File: src/rtl/decoder_out_encoder_if.sv
// Handshake bundle for decoder_out_encoder: one-hot word in, encoded index and status flags out.
// The slave modport is the encoder's view of the bundle; the master modport is the driving side.
interface decoder_out_encoder_if #(
    parameter int decoder_in_WIDTH = 8
);
    localparam int IDX_WIDTH = $clog2(decoder_in_WIDTH);

    logic [decoder_in_WIDTH-1:0] in;
    logic                        in_valid;
    logic                        in_ready;
    logic [IDX_WIDTH-1:0]        idx;
    logic                        zero_hot;
    logic                        multi_hot;
    logic                        out_valid;
    logic                        out_ready;

    modport slave (
        input  in, in_valid, out_ready,
        output in_ready, idx, zero_hot, multi_hot, out_valid
    );

    modport master (
        output in, in_valid, out_ready,
        input  in_ready, idx, zero_hot, multi_hot, out_valid
    );
endinterface

File: src/rtl/decoder_out_encoder.sv
// Sequential priority encoder with a 2-entry output buffer (EMPTY/ONE/TWO).
// Optional saturating error counter is enabled by defining DECODER_OUT_ERR_CNT_EN.
module decoder_out_encoder #(
    parameter int decoder_in_WIDTH = 8
) (
    input  logic                        clk,
    input  logic                        rst,
`ifdef DECODER_OUT_ERR_CNT_EN
    input  logic                        err_clr,
    output logic [7:0]                  err_cnt,
`endif
    decoder_out_encoder_if.slave        bus
);
    localparam int IDX_WIDTH = $clog2(decoder_in_WIDTH);
    localparam logic [decoder_in_WIDTH-1:0] ONE_W = {{(decoder_in_WIDTH-1){1'b0}}, 1'b1};

    typedef enum logic [1:0] {EMPTY = 2'd0, ONE = 2'd1, TWO = 2'd2} state_t;

    typedef struct packed {
        logic [IDX_WIDTH-1:0] idx;
        logic                 zero_hot;
        logic                 multi_hot;
    } entry_t;

    state_t state_q, state_d;
    entry_t head_q, head_d, skid_q, skid_d, enc_s;
    logic   in_ready_q, out_valid_q;
    logic   accept_s, pop_s;

    assign accept_s = bus.in_valid && in_ready_q;
    assign pop_s    = out_valid_q && bus.out_ready;

    // Lowest-set-bit encode; scanning downward lets the lowest bit win.
    always_comb begin
        enc_s.idx = {IDX_WIDTH{1'b0}};
        for (int i = decoder_in_WIDTH - 1; i >= 0; i--) begin
            enc_s.idx = bus.in[i] ? IDX_WIDTH'(i) : enc_s.idx;
        end
        enc_s.zero_hot  = (bus.in == {decoder_in_WIDTH{1'b0}});
        enc_s.multi_hot = ((bus.in & (bus.in - ONE_W)) != {decoder_in_WIDTH{1'b0}});
    end

    // Buffer next-state: head always presents the oldest entry.
    always_comb begin
        state_d = state_q;
        head_d  = head_q;
        skid_d  = skid_q;
        case (state_q)
            EMPTY: begin
                if (accept_s) begin
                    state_d = ONE;
                    head_d  = enc_s;
                end else begin
                    state_d = EMPTY;
                end
            end
            ONE: begin
                if (accept_s && !pop_s) begin
                    state_d = TWO;
                    skid_d  = enc_s;
                end else if (!accept_s && pop_s) begin
                    state_d = EMPTY;
                end else if (accept_s && pop_s) begin
                    head_d  = enc_s;
                end else begin
                    state_d = ONE;
                end
            end
            TWO: begin
                if (pop_s) begin
                    state_d = ONE;
                    head_d  = skid_q;
                end else begin
                    state_d = TWO;
                end
            end
            default: begin
                state_d = EMPTY;
            end
        endcase
    end

    // State, entries and handshake flags; flags are registered from the next state.
    always_ff @(posedge clk or negedge rst) begin
        if (!rst) begin
            state_q     <= EMPTY;
            head_q      <= '0;
            skid_q      <= '0;
            in_ready_q  <= 1'b1;
            out_valid_q <= 1'b0;
        end else begin
            state_q     <= state_d;
            head_q      <= head_d;
            skid_q      <= skid_d;
            in_ready_q  <= (state_d != TWO);
            out_valid_q <= (state_d != EMPTY);
        end
    end

    assign bus.in_ready  = in_ready_q;
    assign bus.out_valid = out_valid_q;
    assign bus.idx       = head_q.idx;
    assign bus.zero_hot  = head_q.zero_hot;
    assign bus.multi_hot = head_q.multi_hot;

`ifdef DECODER_OUT_ERR_CNT_EN
    logic [7:0] err_cnt_q, err_cnt_d;

    // Saturating count of erroneous accepted words; clear wins over increment.
    always_comb begin
        err_cnt_d = err_cnt_q;
        if (err_clr) begin
            err_cnt_d = 8'd0;
        end else if (accept_s && (enc_s.zero_hot || enc_s.multi_hot) && (err_cnt_q != 8'd255)) begin
            err_cnt_d = err_cnt_q + 8'd1;
        end else begin
            err_cnt_d = err_cnt_q;
        end
    end

    // Error counter register.
    always_ff @(posedge clk or negedge rst) begin
        if (!rst) begin
            err_cnt_q <= 8'd0;
        end else begin
            err_cnt_q <= err_cnt_d;
        end
    end

    assign err_cnt = err_cnt_q;
`endif
endmodule

File: src/flat_wrapper.sv
// flat-port wrapper written by rule: the top's interface ports become plain ports
module decoder_out_encoder_flat 
#(
    parameter int decoder_in_WIDTH = 8
)
  (clk, rst, bus_in, bus_in_valid, bus_out_ready, bus_in_ready, bus_idx, bus_zero_hot, bus_multi_hot, bus_out_valid);
  decoder_out_encoder_if #(.decoder_in_WIDTH(decoder_in_WIDTH)) bus_i ();
  input  logic clk;
  input  logic rst;
  input wire logic [$bits(bus_i.in)-1:0] bus_in;
  input wire logic [$bits(bus_i.in_valid)-1:0] bus_in_valid;
  input wire logic [$bits(bus_i.out_ready)-1:0] bus_out_ready;
  output wire logic [$bits(bus_i.in_ready)-1:0] bus_in_ready;
  output wire logic [$bits(bus_i.idx)-1:0] bus_idx;
  output wire logic [$bits(bus_i.zero_hot)-1:0] bus_zero_hot;
  output wire logic [$bits(bus_i.multi_hot)-1:0] bus_multi_hot;
  output wire logic [$bits(bus_i.out_valid)-1:0] bus_out_valid;
  assign bus_i.in = bus_in;
  assign bus_i.in_valid = bus_in_valid;
  assign bus_i.out_ready = bus_out_ready;
  assign bus_in_ready = bus_i.in_ready;
  assign bus_idx = bus_i.idx;
  assign bus_zero_hot = bus_i.zero_hot;
  assign bus_multi_hot = bus_i.multi_hot;
  assign bus_out_valid = bus_i.out_valid;
  decoder_out_encoder #(.decoder_in_WIDTH(decoder_in_WIDTH)) u_core (.clk(clk), .rst(rst), .bus(bus_i));
endmodule
File: config.mk
export PLATFORM = sky130hd
export DESIGN_NAME = decoder_out_encoder_flat
export DESIGN_NICKNAME = d
export VERILOG_FILES = /design/src/rtl/decoder_out_encoder_if.sv /design/src/rtl/decoder_out_encoder.sv /design/src/flat_wrapper.sv
export SDC_FILE = /design/constraint.sdc
export NUM_CORES = 1
export LEC_CHECK = 0
export CAP_MARGIN = 10
export CORE_MARGIN = 1
export CORE_UTILIZATION = 30
export DETAILED_ROUTE_END_ITERATION = 10
export PLACE_DENSITY_LB_ADDON = 0.05
export SETUP_SLACK_MARGIN = 0.3
export SLEW_MARGIN = 10
export SYNTH_ARGS = -nofsm -noshare
export SYNTH_HDL_FRONTEND = slang
export SYNTH_SLANG_ARGS = --single-unit
File: constraint.sdc
create_clock -name clk -period 1.9 [get_ports clk]
set_input_delay 0.38 -clock clk [delete_from_list [all_inputs] [get_ports clk]]
set_output_delay 0.38 -clock clk [all_outputs]
set_load 0.005 [all_outputs]
==> key figures <==
Status
  • Outcome: complete, no violations

Logic synthesis
  • Portion of netlist area occupied by mux cells: a little under 6%
  • Average size of a mapped cell: 9.80 um^2
  • Post-Synth XOR/XNOR Area: ~1.1%
  • Synth Area in Adders: 2.62%
  • Warnings, synthesis: 0
  • Yosys cell types: 31
  • Syn Nets: 90
  • Simple-Gate Fraction of Synth Area: between 20 and 25%
  • Mapped Cells: 78
  • Sequential fraction of the synthesis area: 46.0%
  • Synth Register Bits: 14
  • Cell area after synthesis: 764 um^2
  • Main combinational cell family by area after synthesis: simple AND/OR/NAND/NOR gates
  • Synth Area in Compound Gates: 17.7%

Pwr
  • PD cells: approximately 1200 nW/um^2
  • Flop pwr share: 37.8%
  • Net Sw Frac: 33.2%
  • Comb power frac: 49.1%
  • P_leak: 0.476 nW
  • Clk pwr share: 13.1%
  • Peak VDD IR: 0.918 mV
  • Switching power: 447 uW
  • Int Power: 900 uW

Clock network
  • Root Buffer: clkbuf_4
  • CTS Buf Count: 3
  • CTS Sinks: 14
  • CTS tree: built
  • Max H-tree Level: 1
  • Clock slew at reported path FFs: around 0.09 ns
  • Clock Latency Late Sink: 0.28 ns
  • Clock tree buffer depth: 2

Final layout
  • FF+latch area: 352 um^2
  • Final Instance Count excl. Fillers: around 140
  • Multi-input logic area: 398 um^2
  • Most frequent cells in the layout: 14 x clkdlybuf4s50_1, 14 x buf_4, 13 x dfrtp_1
  • Final instance area: 1110 um^2
  • Fraction of layout cells with a size suffix above 1: 25.7%
  • Antenna cells: 0
  • Final Util: 48.1%
  • Final net count: 126
  • Layout area overhead: 44.7%
  • Fillcell total: 223

Floorplan
  • Die width: 52.5 um
  • Site row count: 17
  • Die Ht: 52.5 um
  • Starting Density: roughly a third
  • I/O Pins: 19
  • Die area: 2750 um^2
  • Core footprint: 2300 um^2

Placed design
  • Final GP Congestion: between 0.7 and 0.8
  • Port Buf Inserts: 18
  • Detail Placement HPWL: between 1000 and 1500 um
  • Placed insts: roughly 130
  • Pre-CTS WS: -0.00300 ns
  • Placed Instance Area: 1050 um^2

Global route
  • Grt ovf: 0
  • First-pass GRT wire length: 2830 um
  • Vias in the first global route: 668
  • Largest net degree at the start of global routing: 15
  • Antenna violations before repair: 0
  • GRT Total Usage: 14.5%

Detailed routing
  • 1st-pass router iterations: 2
  • DRC: 0
  • Routed Antenna Nets: 0
  • WL final: 1700 um
  • Via density: 4.90
  • Total number of vias: 691
  • Wirelength per Cell: 12.1 um
  • DRT iter0 DRCs: 7

STA
  • Max Slew Vio Count: 0
  • Final Cycle Share: 81.1%
  • Setup ws final: 0.359 ns
  • Slew @ Worst Pin: 0.479 ns
  • Final setup viols: 0
  • Clock Skew: a little under 0.007 ns
  • Final Hold Fails: 0
  • Worst rel slew slack: 68.0%
  • Hold Slack: 0.404 ns
  • Fin crit period: approximately 1.5 ns
  • Fmax: 0.649 GHz
  • Unrepaired setup endpoints after global routing: no

Setup path
  • Reg2reg start: u_core.bus.in_ready
  • WP data arrival: 1.71 ns
  • Bufs and invs on worst path: 1
  • Slowest cell on crit path: or4_4
  • Worst R2R End: u_core.skid_q[2]
  • Critical Path Fanout Max: 3
  • Flop-to-flop setup slack: 0.39 ns
  • Max incr delay on CP: 0.52 ns
  • CP Depth: 5
  • Worst EP required: 2.07 ns
  • Crit Path Category: input pin to register
  • CP cell instances: clkdlybuf4s50_1 > or4_4 > nor3_2 > o22a_2 > a21oi_1
  • CP Capture Type: register
  • Crit path launch type: input pin
  • Worst path top cell family by delay: simple AND/OR/NAND/NOR gates
  • Start point of the critical path: bus_in[2]
  • R2R cell count: 5

Worst hold path
  • HP Class: input pin to asynchronous set/reset pin

Flow run
  • Max Cap Viol: 0
==> logic make-up (layout without fill, tap and decap cells) <==
logic type,Yosys count,count (layout)
muxes,4,4
xor gates and xnor gates,1,1
and+or+nand+nor,35,35
AOI/OAI and AO/OA,19,19
buffers and inverters,3,38
adders and majority gates,2,2
DFF,14,14
==> power groups by stage <==
stage,logic (mW),clock network [mW],registers (mW)
6_report,0.661,0.176,0.510
5_1_grt,0.730,0.199,0.523
4_1_cts,0.645,0.183,0.510
3_5_place_dp,0.607,0,0.527
3_3_place_gp,0.609,0,0.524
2_1_floorplan,0.306,0,0.517
==> cells in the mapped netlist <==
master | instances | area share (%)
dfrtp_1 | 13 | 43
nand2_1 | 12 | 5.9
nor2_1 | 8 | 3.9
a21oi_1 | 5 | 3.3
mux2_2 | 4 | 5.9
a31oi_1 | 3 | 2.5
nor3_1 | 3 | 2.0
o21ai_0 | 3 | 2.0
inv_1 | 2 | 0.98
maj3_1 | 2 | 2.6
nand2b_1 | 2 | 1.6
nor2b_1 | 2 | 1.6
a2111o_1 | 1 | 1.5
a2111oi_0 | 1 | 1.1
a211oi_1 | 1 | 0.98
a21boi_2 | 1 | 1.5
buf_6 | 1 | 1.5
dfstp_2 | 1 | 3.4
nand3b_1 | 1 | 0.98
nand4b_1 | 1 | 1.1
nor2b_2 | 1 | 1.1
nor3_2 | 1 | 1.3
nor3b_1 | 1 | 0.98
nor4_1 | 1 | 0.82
o22a_1 | 1 | 1.1
o22a_2 | 1 | 1.3
o22ai_1 | 1 | 0.82
o22ai_2 | 1 | 1.6
or4_4 | 1 | 1.5
or4b_2 | 1 | 1.3
xor2_1 | 1 | 1.1
==> worst max path at each step <==
stage / endpoint / slack [ns]
after global routing: u_core.bus.multi_hot / 0.30
final: u_core.skid_q[0] / 0.36
after global placement: u_core.bus.multi_hot / 0.02
after CTS: u_core.skid_q[0] / 0.31
after detailed placement: u_core.skid_q[0] / -0.003
after floorplan: u_core.skid_q[0] / 0.36
==> registers in the layout, summed over array words and instances (netlist names) <==
name / flops
u_core.bus.multi_hot: 1
u_core.bus.idx: 3
u_core.skid_q: 5
u_core.bus.in_ready: 1
u_core.bus.zero_hot: 1
u_core.bus.out_valid: 1
u_core.state_q: 2
==> what timing repair did <==
item / 4_1_cts / 5_1_grt
resized for setup: 2 / 4
hold buffers: 0 / 0
pin swaps: 3 / 2
setup buffers: 2 / 1
endpoints found under the setup margin: 4 / 5
==> metal layers <==
layer / GRT usage [%] / part of all wire (%) / wire, um / vias up
li1: - / - / - / 357
met1: 17.9 / 50 / 847 / 322
met2: 24.1 / 46 / 777 / 10
met3: 5.22 / 3.6 / 62 / 2
met4: 2.63 / 0.82 / 14 / 0
met5: 0 / 0 / 0 / -
==> area by class of cell <==
class                      instances  share of cell area, %
timing repair buffer              32                   26.0
inverter                           2                  0.679
clock buffer                       4                   2.38
tap                               28                   3.17
multi-input combinational         61                   36.0
sequential                        14                   31.8
==> per-stage QoR <==
step	setup TNS, ns	power, mW
final	0	1.35
after global routing	0	1.45
after CTS	0	1.34
after detailed placement	-0.00415	1.13
after global placement	0	1.13
after floorplan	0	0.823
Note: power is estimated with default switching activity, not from simulation.
